<file path="config.mk">
export PLATFORM = sky130hd
export DESIGN_NAME = ex_muldiv
export DESIGN_NICKNAME = d
export VERILOG_FILES = /design/src/rtl/ex_muldiv.sv
export SDC_FILE = /design/constraint.sdc
export NUM_CORES = 1
export LEC_CHECK = 0
export ABC_AREA = 1
export CAP_MARGIN = 20
export CORE_MARGIN = 10
export CORE_UTILIZATION = 30
export DETAILED_ROUTE_END_ITERATION = 10
export PLACE_DENSITY_LB_ADDON = 0.05
export REMOVE_ABC_BUFFERS = 1
export SYNTH_ARGS = -nofsm -noshare
export SYNTH_HDL_FRONTEND = slang
export SYNTH_SLANG_ARGS = --single-unit
</file>
<file path="constraint.sdc">
create_clock -name clk -period 9.2 [get_ports clk]
set_input_delay 0.92 -clock clk [delete_from_list [all_inputs] [get_ports clk]]
set_output_delay 0.92 -clock clk [all_outputs]
set_load 0.01 [all_outputs]
</file>
<file path="src/rtl/ex_muldiv.sv">
// Iterative RV32M multiply/divide unit: 32-step shift-add multiply and restoring divide,
// with a combinational stall request and a one-cycle registered result.
module ex_muldiv (
  input  logic        clk,
  input  logic        rst,
  input  logic [6:0]  ex_muldiv_opcode_i,
  input  logic [2:0]  ex_muldiv_funct3_i,
  input  logic [6:0]  ex_muldiv_funct7_i,
  input  logic [4:0]  ex_muldiv_rd_i,
  input  logic [31:0] ex_muldiv_rs1_reg_data_i,
  input  logic [31:0] ex_muldiv_rs2_reg_data_i,
  input  logic        ex_muldiv_pipeline_flush_flag,
  output logic        ex_muldiv_stall_req_o,
  output logic        ex_muldiv_valid_o,
  output logic [31:0] ex_muldiv_result_o,
  output logic [4:0]  ex_muldiv_rd_o
);

  localparam logic [1:0] StIdle = 2'd0;
  localparam logic [1:0] StMul  = 2'd1;
  localparam logic [1:0] StDiv  = 2'd2;
  localparam logic [1:0] StDone = 2'd3;

  localparam logic [6:0] OpcodeOp     = 7'b0110011;
  localparam logic [6:0] Funct7Muldiv = 7'b0000001;

  logic [1:0]  state_q, state_d;
  logic [4:0]  cnt_q, cnt_d;
  logic [63:0] acc_q, acc_d;
  logic [31:0] opb_q, opb_d;
  logic [2:0]  funct3_q, funct3_d;
  logic        neg_q, neg_d;
  logic [4:0]  rd_lat_q, rd_lat_d;
  logic [31:0] result_q, result_d;
  logic [4:0]  rd_q, rd_d;

  logic        is_m, flush;
  logic [2:0]  f3;
  logic [31:0] rs1, rs2;
  logic        rs1_signed, rs2_signed, rs1_neg, rs2_neg;
  logic [31:0] rs1_mag, rs2_mag;
  logic        div_by_zero, div_ovf, start_neg;
  logic [31:0] special_result;

  assign f3    = ex_muldiv_funct3_i;
  assign rs1   = ex_muldiv_rs1_reg_data_i;
  assign rs2   = ex_muldiv_rs2_reg_data_i;
  assign flush = ex_muldiv_pipeline_flush_flag;
  assign is_m  = (ex_muldiv_opcode_i == OpcodeOp) && (ex_muldiv_funct7_i == Funct7Muldiv);

  // Multiplies: rs1 signed for MUL/MULH/MULHSU, rs2 for MUL/MULH. Divides: signed when f3[0]=0.
  assign rs1_signed = f3[2] ? ~f3[0] : (f3[1:0] != 2'b11);
  assign rs2_signed = f3[2] ? ~f3[0] : ~f3[1];
  assign rs1_neg    = rs1_signed & rs1[31];
  assign rs2_neg    = rs2_signed & rs2[31];
  assign rs1_mag    = rs1_neg ? -rs1 : rs1;
  assign rs2_mag    = rs2_neg ? -rs2 : rs2;

  assign div_by_zero = f3[2] && (rs2 == 32'd0);
  assign div_ovf     = f3[2] && !f3[0] && (rs1 == 32'h8000_0000) && (rs2 == 32'hFFFF_FFFF);
  // Remainder follows the dividend; everything else is negated when the signs differ.
  assign start_neg   = (f3[2] && f3[1]) ? rs1_neg : (rs1_neg ^ rs2_neg);

  always_comb begin
    special_result = 32'd0;
    if (div_by_zero) begin
      special_result = f3[1] ? rs1 : 32'hFFFF_FFFF;
    end else if (div_ovf) begin
      special_result = f3[1] ? 32'd0 : 32'h8000_0000;
    end
  end

  // Shared datapath: acc holds {product_hi, multiplier} or {remainder, quotient}.
  logic [32:0] mul_sum;
  logic [63:0] mul_next, mul_signed;
  logic [32:0] div_shift, div_diff;
  logic [63:0] div_next;
  logic [31:0] mul_res, div_res, div_sel;

  assign mul_sum    = {1'b0, acc_q[63:32]} + (acc_q[0] ? {1'b0, opb_q} : 33'd0);
  assign mul_next   = {mul_sum, acc_q[31:1]};
  assign mul_signed = neg_q ? -mul_next : mul_next;
  assign mul_res    = (funct3_q[1:0] == 2'b00) ? mul_signed[31:0] : mul_signed[63:32];

  assign div_shift = {acc_q[63:32], acc_q[31]};
  assign div_diff  = div_shift - {1'b0, opb_q};
  assign div_next  = div_diff[32] ? {div_shift[31:0], acc_q[30:0], 1'b0}
                                  : {div_diff[31:0], acc_q[30:0], 1'b1};
  assign div_sel   = funct3_q[1] ? div_next[63:32] : div_next[31:0];
  assign div_res   = neg_q ? -div_sel : div_sel;

  always_comb begin
    state_d  = state_q;
    cnt_d    = cnt_q;
    acc_d    = acc_q;
    opb_d    = opb_q;
    funct3_d = funct3_q;
    neg_d    = neg_q;
    rd_lat_d = rd_lat_q;
    result_d = result_q;
    rd_d     = rd_q;
    case (state_q)
      StIdle: begin
        if (is_m && !flush) begin
          funct3_d = f3;
          neg_d    = start_neg;
          rd_lat_d = ex_muldiv_rd_i;
          cnt_d    = 5'd0;
          if (div_by_zero || div_ovf) begin
            state_d  = StDone;
            result_d = special_result;
            rd_d     = ex_muldiv_rd_i;
          end else if (f3[2]) begin
            state_d = StDiv;
            acc_d   = {32'd0, rs1_mag};
            opb_d   = rs2_mag;
          end else begin
            state_d = StMul;
            acc_d   = {32'd0, rs2_mag};
            opb_d   = rs1_mag;
          end
        end
      end
      StMul: begin
        acc_d = mul_next;
        cnt_d = cnt_q + 5'd1;
        if (cnt_q == 5'd31) begin
          state_d  = StDone;
          result_d = mul_res;
          rd_d     = rd_lat_q;
        end
      end
      StDiv: begin
        acc_d = div_next;
        cnt_d = cnt_q + 5'd1;
        if (cnt_q == 5'd31) begin
          state_d  = StDone;
          result_d = div_res;
          rd_d     = rd_lat_q;
        end
      end
      default: begin
        state_d  = StIdle;
        result_d = 32'd0;
        rd_d     = 5'd0;
      end
    endcase
    // Flush aborts: no result is loaded for the dropped operation.
    if (flush) begin
      state_d = StIdle;
      cnt_d   = 5'd0;
      if (state_q != StDone) begin
        result_d = result_q;
        rd_d     = rd_q;
      end
    end
  end

  always_ff @(posedge clk or posedge rst) begin
    if (rst) begin
      state_q  <= StIdle;
      cnt_q    <= 5'd0;
      acc_q    <= 64'd0;
      opb_q    <= 32'd0;
      funct3_q <= 3'd0;
      neg_q    <= 1'b0;
      rd_lat_q <= 5'd0;
      result_q <= 32'd0;
      rd_q     <= 5'd0;
    end else begin
      state_q  <= state_d;
      cnt_q    <= cnt_d;
      acc_q    <= acc_d;
      opb_q    <= opb_d;
      funct3_q <= funct3_d;
      neg_q    <= neg_d;
      rd_lat_q <= rd_lat_d;
      result_q <= result_d;
      rd_q     <= rd_d;
    end
  end

  assign ex_muldiv_stall_req_o = ((state_q == StIdle && is_m) || state_q == StMul ||
                                  state_q == StDiv) && !flush;
  assign ex_muldiv_valid_o     = (state_q == StDone);
  assign ex_muldiv_result_o    = result_q;
  assign ex_muldiv_rd_o        = rd_q;

endmodule

</file>
Yosys cells after proc, flatten, opt, wreduce, memory -nomap -nowiden
Index checks and enable logic that the tools add are counted.
- input bits: 89
- output and inout port bits: 39
- word-level logic and storage cells: 104
- register bits after elaboration: 148
- $add $sub $neg: 7
- mux-type cells: 42
- equal/unequal tests: 15
- bitwise operators: 6
- reduce and logical (&&, ||, !) cells: 25
- operator list (operator ; count):
    $mux 32 ; 18
    $mux 64 ; 4
    $pmux 64 s3 ; 1
    $neg 32->32 ; 3
    $pmux 32 s3 ; 1
    $eq 32x32->1 const B ; 2
    $neg 64->64 ; 1
    $mux 5 ; 7
    $add 32x32->33 ; 1
    $sub 33x32->33 ; 1
    $logic_not 32->1 ; 1
    $pmux 5 s2 ; 2
    $mux 2 ; 5
    $ne 2x2->1 const B ; 5
    $logic_and 1x1->1 ; 9
    $eq 7x1->1 const B ; 1
    $eq 7x6->1 const B ; 1
    $reduce_and 2->1 ; 3
    $reduce_and 3->1 ; 2
    $reduce_bool 3->1 ; 2
    $add 5x1->5 const B ; 1
    $eq 5x5->1 const B ; 1
    $eq 2x2->1 const B ; 2
    $logic_not 2->1 ; 2
    11 further kinds ; 19

Longest topological paths before layout
Gate-level depths: netlist of run 1.
- depth after elaboration: 11
- mapped depth: 31
- gate-level depth less buffers: 29

Worst setup path before layout of run 1
OpenSTA, ideal clock, no wires.
- path kind: register to register
- from: reg acc_q[0]
- to: reg result_q[30] (netlist: ex_muldiv_result_o[30])
- library setup time: 0.117 ns
- data arrival time: 3.176 ns
- stages on the path, launching flop included: 26
- path slack: 5.908 ns
- path buffers: 2
- cell sequence: dfrtp_1 clkbuf_1 clkbuf_1 nand2_1 inv_1 ha_1 fa_1 or2_2 nand2_1 nand2_1 nor2_1 nand3_1 nor2_1 nand2_1 nor2_1 nand2_1 nor3_1 nand3_1 nand3_1 nand2_1 nand2_1 nand2_1 a21oi_1 nand2_1 nand2_1 nand2_1
- word-level cells in the longest chain between the ends: 9
- elaborated cells on any way between the ends: 14
- those cells by class: add/sub (3); mux (11)
- RTL lines (what ; line ; text):
    start: declaration ; 29 ; logic [63:0] acc_q, acc_d;
    start signal: assignment ; 163 ; acc_q <= 64'd0;
    start signal: assignment ; 173 ; acc_q <= acc_d;
    $mux 32 ; 80 ; assign mul_sum = {1'b0, acc_q[63:32]} + (acc_q[0] ? {1'b0, opb_q} : 33'd0);
    $add 32x32->33 ; 80 ;
    $neg 64->64 ; 82 ; assign mul_signed = neg_q ? -mul_next : mul_next;
    $mux 64 ; 82 ;
    $mux 32 ; 83 ; assign mul_res = (funct3_q[1:0] == 2'b00) ? mul_signed[31:0] : mul_signed[63:32];
    $mux 32 ; 127 ; if (cnt_q == 5'd31) begin
    $pmux 32 s3 * ; 102 ; case (state_q)
    $mux 32 ; 152 ; if (state_q != StDone) begin
    $mux 32 * ; 149 ; if (flush) begin
    end signal: assignment ; 178 ; result_q <= result_d;
    end: declaration ; 34 ; logic [31:0] result_q, result_d;
Mark *: on every way between the ends. The rest lies on a longest branch, timed or not. The select of a mux whose other input is x is not followed.
A chain may end at the register's enable or synchronous reset.

Worst setup path after layout of run 1
- from: reg opb_q[0]
- to: reg result_q[27] (netlist: ex_muldiv_result_o[27])
- word-level cells in the longest chain between the ends: 9
- elaborated cells on any way between the ends: 15
- those cells by class: add/sub (4); mux (11)
- RTL lines (what ; line ; text):
    start: declaration ; 30 ; logic [31:0] opb_q, opb_d;
    start signal: assignment ; 174 ; opb_q <= opb_d;
    $mux 32 or $sub 33x32->33 (tied branches) ; 80, 86 ;
    $add 32x32->33 or $mux 64 (tied branches) ; 80, 87 ;
    $neg 64->64 or $mux 32 (tied branches) ; 82, 89 ;
    $mux 64 or $neg 32->32 (tied branches) ; 82, 90 ;
    $mux 32, on equally long branches ; 83, 90 ;
    $mux 32, on equally long branches ; 127, 136 ;
    $pmux 32 s3 * ; 102 ;
    $mux 32 ; 152 ;
    $mux 32 * ; 149 ;
Marks and branches as above.

==> results of run 1 <==
[cell usage in the layout (no fill, tap or decap), types with 25 or more instances in the layout]
| cell type | instances |
|---|---|
| nand4_1 | 42 |
| nand2_2 | 25 |
| o21ai_0 | 209 |
| xor2_1 | 63 |
| o22ai_1 | 46 |
| dfrtp_1 | 146 |
| nand2_1 | 1175 |
| clkdlybuf4s50_1 | 126 |
| o211ai_1 | 25 |
| buf_4 | 28 |
| nor2_1 | 329 |
| inv_1 | 483 |
| a21oi_1 | 139 |
| nand3_1 | 281 |
| nor3_1 | 42 |
| ha_1 | 75 |
[worst paths after layout]
| check | slack, ns | end | cells after the start | startpoint |
|---|---|---|---|---|
| worst max-delay path | 4.45 | ex_muldiv_result_o[27] | 26 | opb_q[0] |
| worst min-delay path | 0.49 | ex_muldiv_result_o[6] | 2 | ex_muldiv_result_o[6] |
| worst max register to register | 4.45 | ex_muldiv_result_o[27] | 26 | opb_q[0] |
| worst min register to register | 0.49 | ex_muldiv_result_o[6] | 2 | ex_muldiv_result_o[6] |
| max in group asynchronous | 6.75 | opb_q[6] | 3 | rst |
| min in group asynchronous | 1.01 | ex_muldiv_rd_o[1] | 2 | rst |
[power breakdown]
group | switching [uW] | total (uW) | leakage, uW | internal (uW)
clock | 349 | 834 | 0.000308 | 485
sequential | 191 | 996 | 0.00190 | 805
combinational | 2190 | 3150 | 0.00939 | 965
[flip-flops by register name, summed over array words and instances, names as in the netlist]
name,flops
neg_q,1
acc_q,64
ex_muldiv_result_o,32
funct3_q,2
opb_q,32
state_q,2
rd_lat_q,5
cnt_q,5
ex_muldiv_rd_o,5
[cell families after synthesis]
| logic type | count (synthesis) |
|---|---|
| buffers and inverters | 611 |
| multiplexers | 14 |
| adder cells (fa/ha/maj) | 78 |
| AO/OA/AOI/OAI | 502 |
| AND/OR/NAND/NOR | 1988 |
| XOR/XNOR | 87 |
| flip-flops | 148 |
[worst reg2reg max path, stage by stage, from the launching register on]
cell and delay, ns:
dfrtp_1 0.53, ha_1 0.25, inv_1 0.11, fa_1 0.42, nand2_1 0.11, nand2_1 0.09, nand3_2 0.09, nand2_2 0.08
nand2_1 0.08, nand2_2 0.08, nand2_4 0.11, nand3_2 0.41, nand2_4 0.57, nand2_1 0.16, nand3_1 0.14, nand2_1 0.13
nor2_2 0.25, nand2_1 0.14, nor2_2 0.20, nand2_1 0.09, nand2_1 0.09, nand2_1 0.06, nand2_1 0.05, nand3_1 0.19
nand2_1 0.13, nand2_1 0.06, nand2_1 0.05
[final cells by class]
cell class,count,share of cell area [%]
antenna,1,0.0114
clock buffer,18,1.96
clock inverter,14,1.03
inverter,493,8.45
multi-input combinational,2669,60.0
sequential,148,16.9
tap,846,4.82
timing repair buffer,157,6.86
[layer usage]
layer / wire length (um) / global-route usage, % / part of all wire [%]
met5: 11 / 0 / 0.011
met4: 3600 / 9.83 / 3.7
met3: 5260 / 3.00 / 5.4
met2: 45200 / 42.1 / 46
met1: 44300 / 34.5 / 45
[per-stage QoR]
step / hold slack, ns / area, um^2 / setup slack [ns] / utilization [%] / power (uW)
2_1_floorplan: 0.445 / 18700 / 3.78 / - / 2870
3_3_place_gp: 0.468 / 21300 / 3.76 / 33.6 / 4120
3_5_place_dp: 0.471 / 21300 / 3.75 / 33.6 / 4110
4_1_cts: 0.490 / 21900 / 4.25 / 34.6 / 4950
5_1_grt: 0.513 / 21900 / 4.15 / 34.7 / 5370
6_report: 0.489 / 21900 / 4.45 / 34.7 / 4980
==> impl_metrics.toml, run 1 <==
[status]
run_status = "finished, final reports clean"

[clock_tree]
cts.hold.buffers_added = 0
clk_transition_reported_paths_ns = 0.07
cts-root-buf = "clkbuf_16"
clockBufferDepth = 2
numClockSinks = 148
tritoncts.num_buffers = 17
tritoncts = "done"
clk_latency_ns = 0.48
cts_resized = 0
cts.repair_timing.setup_buffer_count = 0
htreeDepth = 4

[yosys]
post-synth-top-count-cell = "nand2_1"
yosys.area_share.adder_pct = 5.15
post_synth_inst_count = 3428
synth-edff-count = 0
synth_common_cells = "nand2_1, inv_1, nor2_1"
flip_flop_and_latch_count_after_synthesis = 148
ys_dominant_reg_cell = "dfrtp_1"
synthDominantCellAreaShare_pct = 22.9
synth_compound_gate_area_share_pct = 14.9
synth_mux_area_share_pct = 0.761
yosys.area_share.simple_pct = 43.6
synth_warnings = 0
synth_top_cell_by_area = "nand2_1"
proportion_of_synthesized_flip_flops_having_asynchronous_set_or_reset_pct = 100
synth_top_family_by_area = "simple AND/OR/NAND/NOR gates"
netlist_area_before_placement_um2 = 19200
synth_area_per_inst_um2 = 5.61
yosys-top-cells-area = "nand2_1, dfrtp_1, inv_1, nand3_1, nor2_1"
yosysSeqAreaShare_pct = 19.2
post_synth_num_cell_types = 52
synthXorXnorAreaFrac_pct = 3.96

[timing]
period_minus_slack_ns = 4.75
rsz0062_at_grt = "false"
worst_clock_skew_ns = 0.0122
fmaxAchievable_mhz = 211
tightest_slew_ns = 1.10
final_max_slew_viol_count = 0
finalHoldViolations = 0
period_utilization_post_route_pct = 51.6
setup_viol = 0
relSlewSlack_pct = 26.3
setup_total_negative_slack_ns = 0

[power]
max-vdd-ir-drop_v = 0.000132
leakage_uw = 0.0116
cellPowerDensity_nw_per_um2 = 227

[cells_and_area]
fillCellCount = 7299
seq_area_um2 = 3710
final_std_cells_w_o_fill = 4346
multiInputGateArea_um2 = 13200
final_nets = 3653
syn_to_final_growth_pct = 14.1
layout-drive-gt1-share_pct = 4.52

[drt]
num_vias = 22800
drtAntennaViolNets = 0
avgRoutedWirePerCell_um = 22.6
avgViaCountPerCell = 5.24
routed_wl_um = 98300
drtIter0Drc = 2010
drt_drc_violations_left = 0
drtPass1Iterations = 7

[placed_design]
dp_hpwl_um = 80400
gp_routability_congestion = 0.946
numPlacedInstances = 4312
io_buffer_count = 127

[setup_path]
criticalPathCategory = "flip-flop to flip-flop"
crit_top_cell = "nand2_1"
cp.required_ns = 9.62
critPathTopFamily = "simple AND/OR/NAND/NOR gates"
critical_path.slowest_cell = "nand2_4"
critical_path.max_fanout = 38
worst_setup_path_start_kind = "flip-flop"
critical_path.n_buffers_inverters = 1
critical_path.max_stage_delay_ns = 0.57
crit_arrival_ns = 5.17
critPathCaptureType = "flip-flop"

[job]
maxCapViolCount = 0

[grt]
pin_count_of_the_biggest_net_entering_global_routing = 91
antenna_found_initial = 5
grt_pass1_wl_um = 145000
via_count_of_the_first_global_routing_pass = 22200
groute.usage.overall_pct = 25.9
grt-ovfl-total = 0

[floorplanning]
core_region_area_um2 = 63300
die_width_um = 273
placement_rows = 92
design.portCount = 128
dieArea_um2 = 74700
initial_core_util_pct = 30.4
die_height_um = 273

[min_path]
hold_path_class = "flip-flop to flip-flop"
Power figures use the tool's default switching activity.
==> run 2, diff against run 1 <==
==> constraint.sdc (replaced) <==
create_clock -name clk -period 3.9 [get_ports clk]
set_input_delay 0.39 -clock clk [delete_from_list [all_inputs] [get_ports clk]]
set_output_delay 0.39 -clock clk [all_outputs]
set_load 0.01 [all_outputs]
==> run 2 against run 1 <==
Effect of this change:
- worst hold slack got worse by 0.13 ns
- worst setup slack got worse by 4.3 ns
- final area increased by 17%
- clock skew increased by 0.00096 ns
- largest cell class unchanged
- highest routed layer unchanged
==> impl_metrics.toml, run 2 (synthesized netlist as in run 1, its figures left out) <==
[status]
run_status = "finished, final reports clean"

[cells_and_area]
largest_register_ff_count = 64
layout-drive-gt1-share_pct = 17.7
mostFrequentLayoutCells = "nand2_1, inv_1, buf_4"
final_nets = 4016
registers.top_by_ff_count = "acc_q"
post-route-cell-area_um2 = 25600
layout.cells.most_common = "nand2_1"
fillCellCount = 7013
syn_to_final_growth_pct = 33.1

[setup_path]
cp.required_ns = 4.34
critPathCaptureType = "flip-flop"
crit_arrival_ns = 4.18
r2r_setup_slack_ns = 0.16
worst_setup_path_start_kind = "flip-flop"
crit_top_cell = "nand2_1"
critPathTopFamily = "simple AND/OR/NAND/NOR gates"
critical_path.n_buffers_inverters = 4
reg2reg_depth = 29
critical_path.max_stage_delay_ns = 0.41
criticalPathCategory = "flip-flop to flip-flop"
critical_path.max_fanout = 10
critical_path.slowest_cell = "dfrtp_1"
r2r-end = "ex_muldiv_result_o[20]"
r2r_start = "acc_q[31]"

[grt]
grt_pass1_wl_um = 155000
via_count_of_the_first_global_routing_pass = 24000
antenna_found_initial = 4
groute.usage.overall_pct = 27.9
pin_count_of_the_biggest_net_entering_global_routing = 84
grt-ovfl-total = 0

[placed_design]
io_buffer_count = 127
gp_routability_congestion = 0.996
dp_hpwl_um = 88300
placed_cell_area_um2 = 24000

[drt]
avgViaCountPerCell = 5.21
drtPass1Iterations = 6
drt_drc_violations_left = 0
num_vias = 24500
drtAntennaViolNets = 0
drtIter0Drc = 2324
routed_wl_um = 107000
avgRoutedWirePerCell_um = 22.8

[floorplanning]
core_region_area_um2 = 63300
design.portCount = 128
die_width_um = 273
dieArea_um2 = 74700
die_height_um = 273
initial_core_util_pct = 30.4
placement_rows = 92

[timing]
rsz0062_at_grt = "true"
setup_total_negative_slack_ns = 0
worst_clock_skew_ns = 0.0132
period_minus_slack_ns = 3.74
relSlewSlack_pct = 30.9
finalHoldViolations = 0
hold_slack_ns = 0.354
period_utilization_post_route_pct = 95.9
fmaxAchievable_mhz = 267
final_max_slew_viol_count = 0
tightest_slew_ns = 1.03
setup_viol = 0

[clock_tree]
numClockSinks = 148
clk_latency_ns = 0.51
clockBufferDepth = 2
cts-root-buf = "clkbuf_16"
cts.hold.buffers_added = 0
htreeDepth = 4
tritoncts = "done"
tritoncts.num_buffers = 17
clk_transition_reported_paths_ns = 0.07

[power]
max-vdd-ir-drop_v = 0.000272
cellPowerDensity_nw_per_um2 = 525
leakage_uw = 0.0136

[job]
maxCapViolCount = 0

[min_path]
hold_path_class = "input port to async pin"
-- run 2: how the worst max path moves through the flow --
stage                              to  depth (start not counted)                   from  slack, ns
4_1_cts        ex_muldiv_result_o[19]                         28              acc_q[31]      -0.02
3_3_place_gp   ex_muldiv_result_o[26]                         22               acc_q[0]      -0.49
2_1_floorplan               acc_q[34]                          8  ex_muldiv_opcode_i[3]      -0.99
5_1_grt        ex_muldiv_result_o[30]                         24               acc_q[0]      -0.11
6_report       ex_muldiv_result_o[20]                         29              acc_q[31]       0.16
3_5_place_dp   ex_muldiv_result_o[23]                         27              acc_q[31]      -0.46
-- run 2: worst reg2reg max path, delay by kind of cell (launching register included) --
| kind | cells | cell delay, ns |
|---|---|---|
| DFF | 1 | 0.41 |
| adders and majority gates | 2 | 0.55 |
| buffers and inverters | 4 | 0.46 |
| and+or+nand+nor | 23 | 2.25 |
-- run 2: metrics by stage --
step	util (%)	std cells	total power, uW	setup slack, ns
floorplan	-	3310	6760	-0.994
global placement	37.9	4651	11100	-0.492
detailed placement	37.9	4651	11000	-0.464
CTS	39.1	4686	13000	-0.0190
global route	40.5	4708	14300	-0.109
finish	40.5	4709	13500	0.159
-- run 2: where the power goes --
| part | switching (uW) | total [uW] | leakage, uW | internal [uW] |
|---|---|---|---|---|
| logic | 5930 | 9340 | 0.0114 | 3420 |
| clock network | 819 | 1810 | 0.000282 | 992 |
| registers | 398 | 2300 | 0.00189 | 1900 |
| total | 7140 | 13500 | 0.0136 | 6310 |
-- run 2: final cells by class --
type                    instances  area, um^2  area share (%)
clock inverters                11         126           0.493
inverters                     493        1860            7.25
repair buffers                520        4500            17.6
clock buffers                  21         470            1.84
multi-input cells            2669       13900            54.2
flip-flops and latches        148        3720            14.5
diodes                          1        2.50         0.00977
well taps                     846        1060            4.13
-- run 2: what timing repair did --
action,in CTS,in global routing
setup buffers,3,21
cloned,0,1
endpoints found under the setup margin,21,26
pin swaps,3,35
resized for setup,26,179
-- run 2: routing by layer --
| metal | wire length, um | GRT usage [%] | vias up |
|---|---|---|---|
| met5 | 13 | 0 | - |
| met4 | 4330 | 11.4 | 2 |
| met3 | 5970 | 3.20 | 163 |
| met2 | 49400 | 45.7 | 839 |
| met1 | 47600 | 36.7 | 11700 |
| li1 | - | - | 11900 |
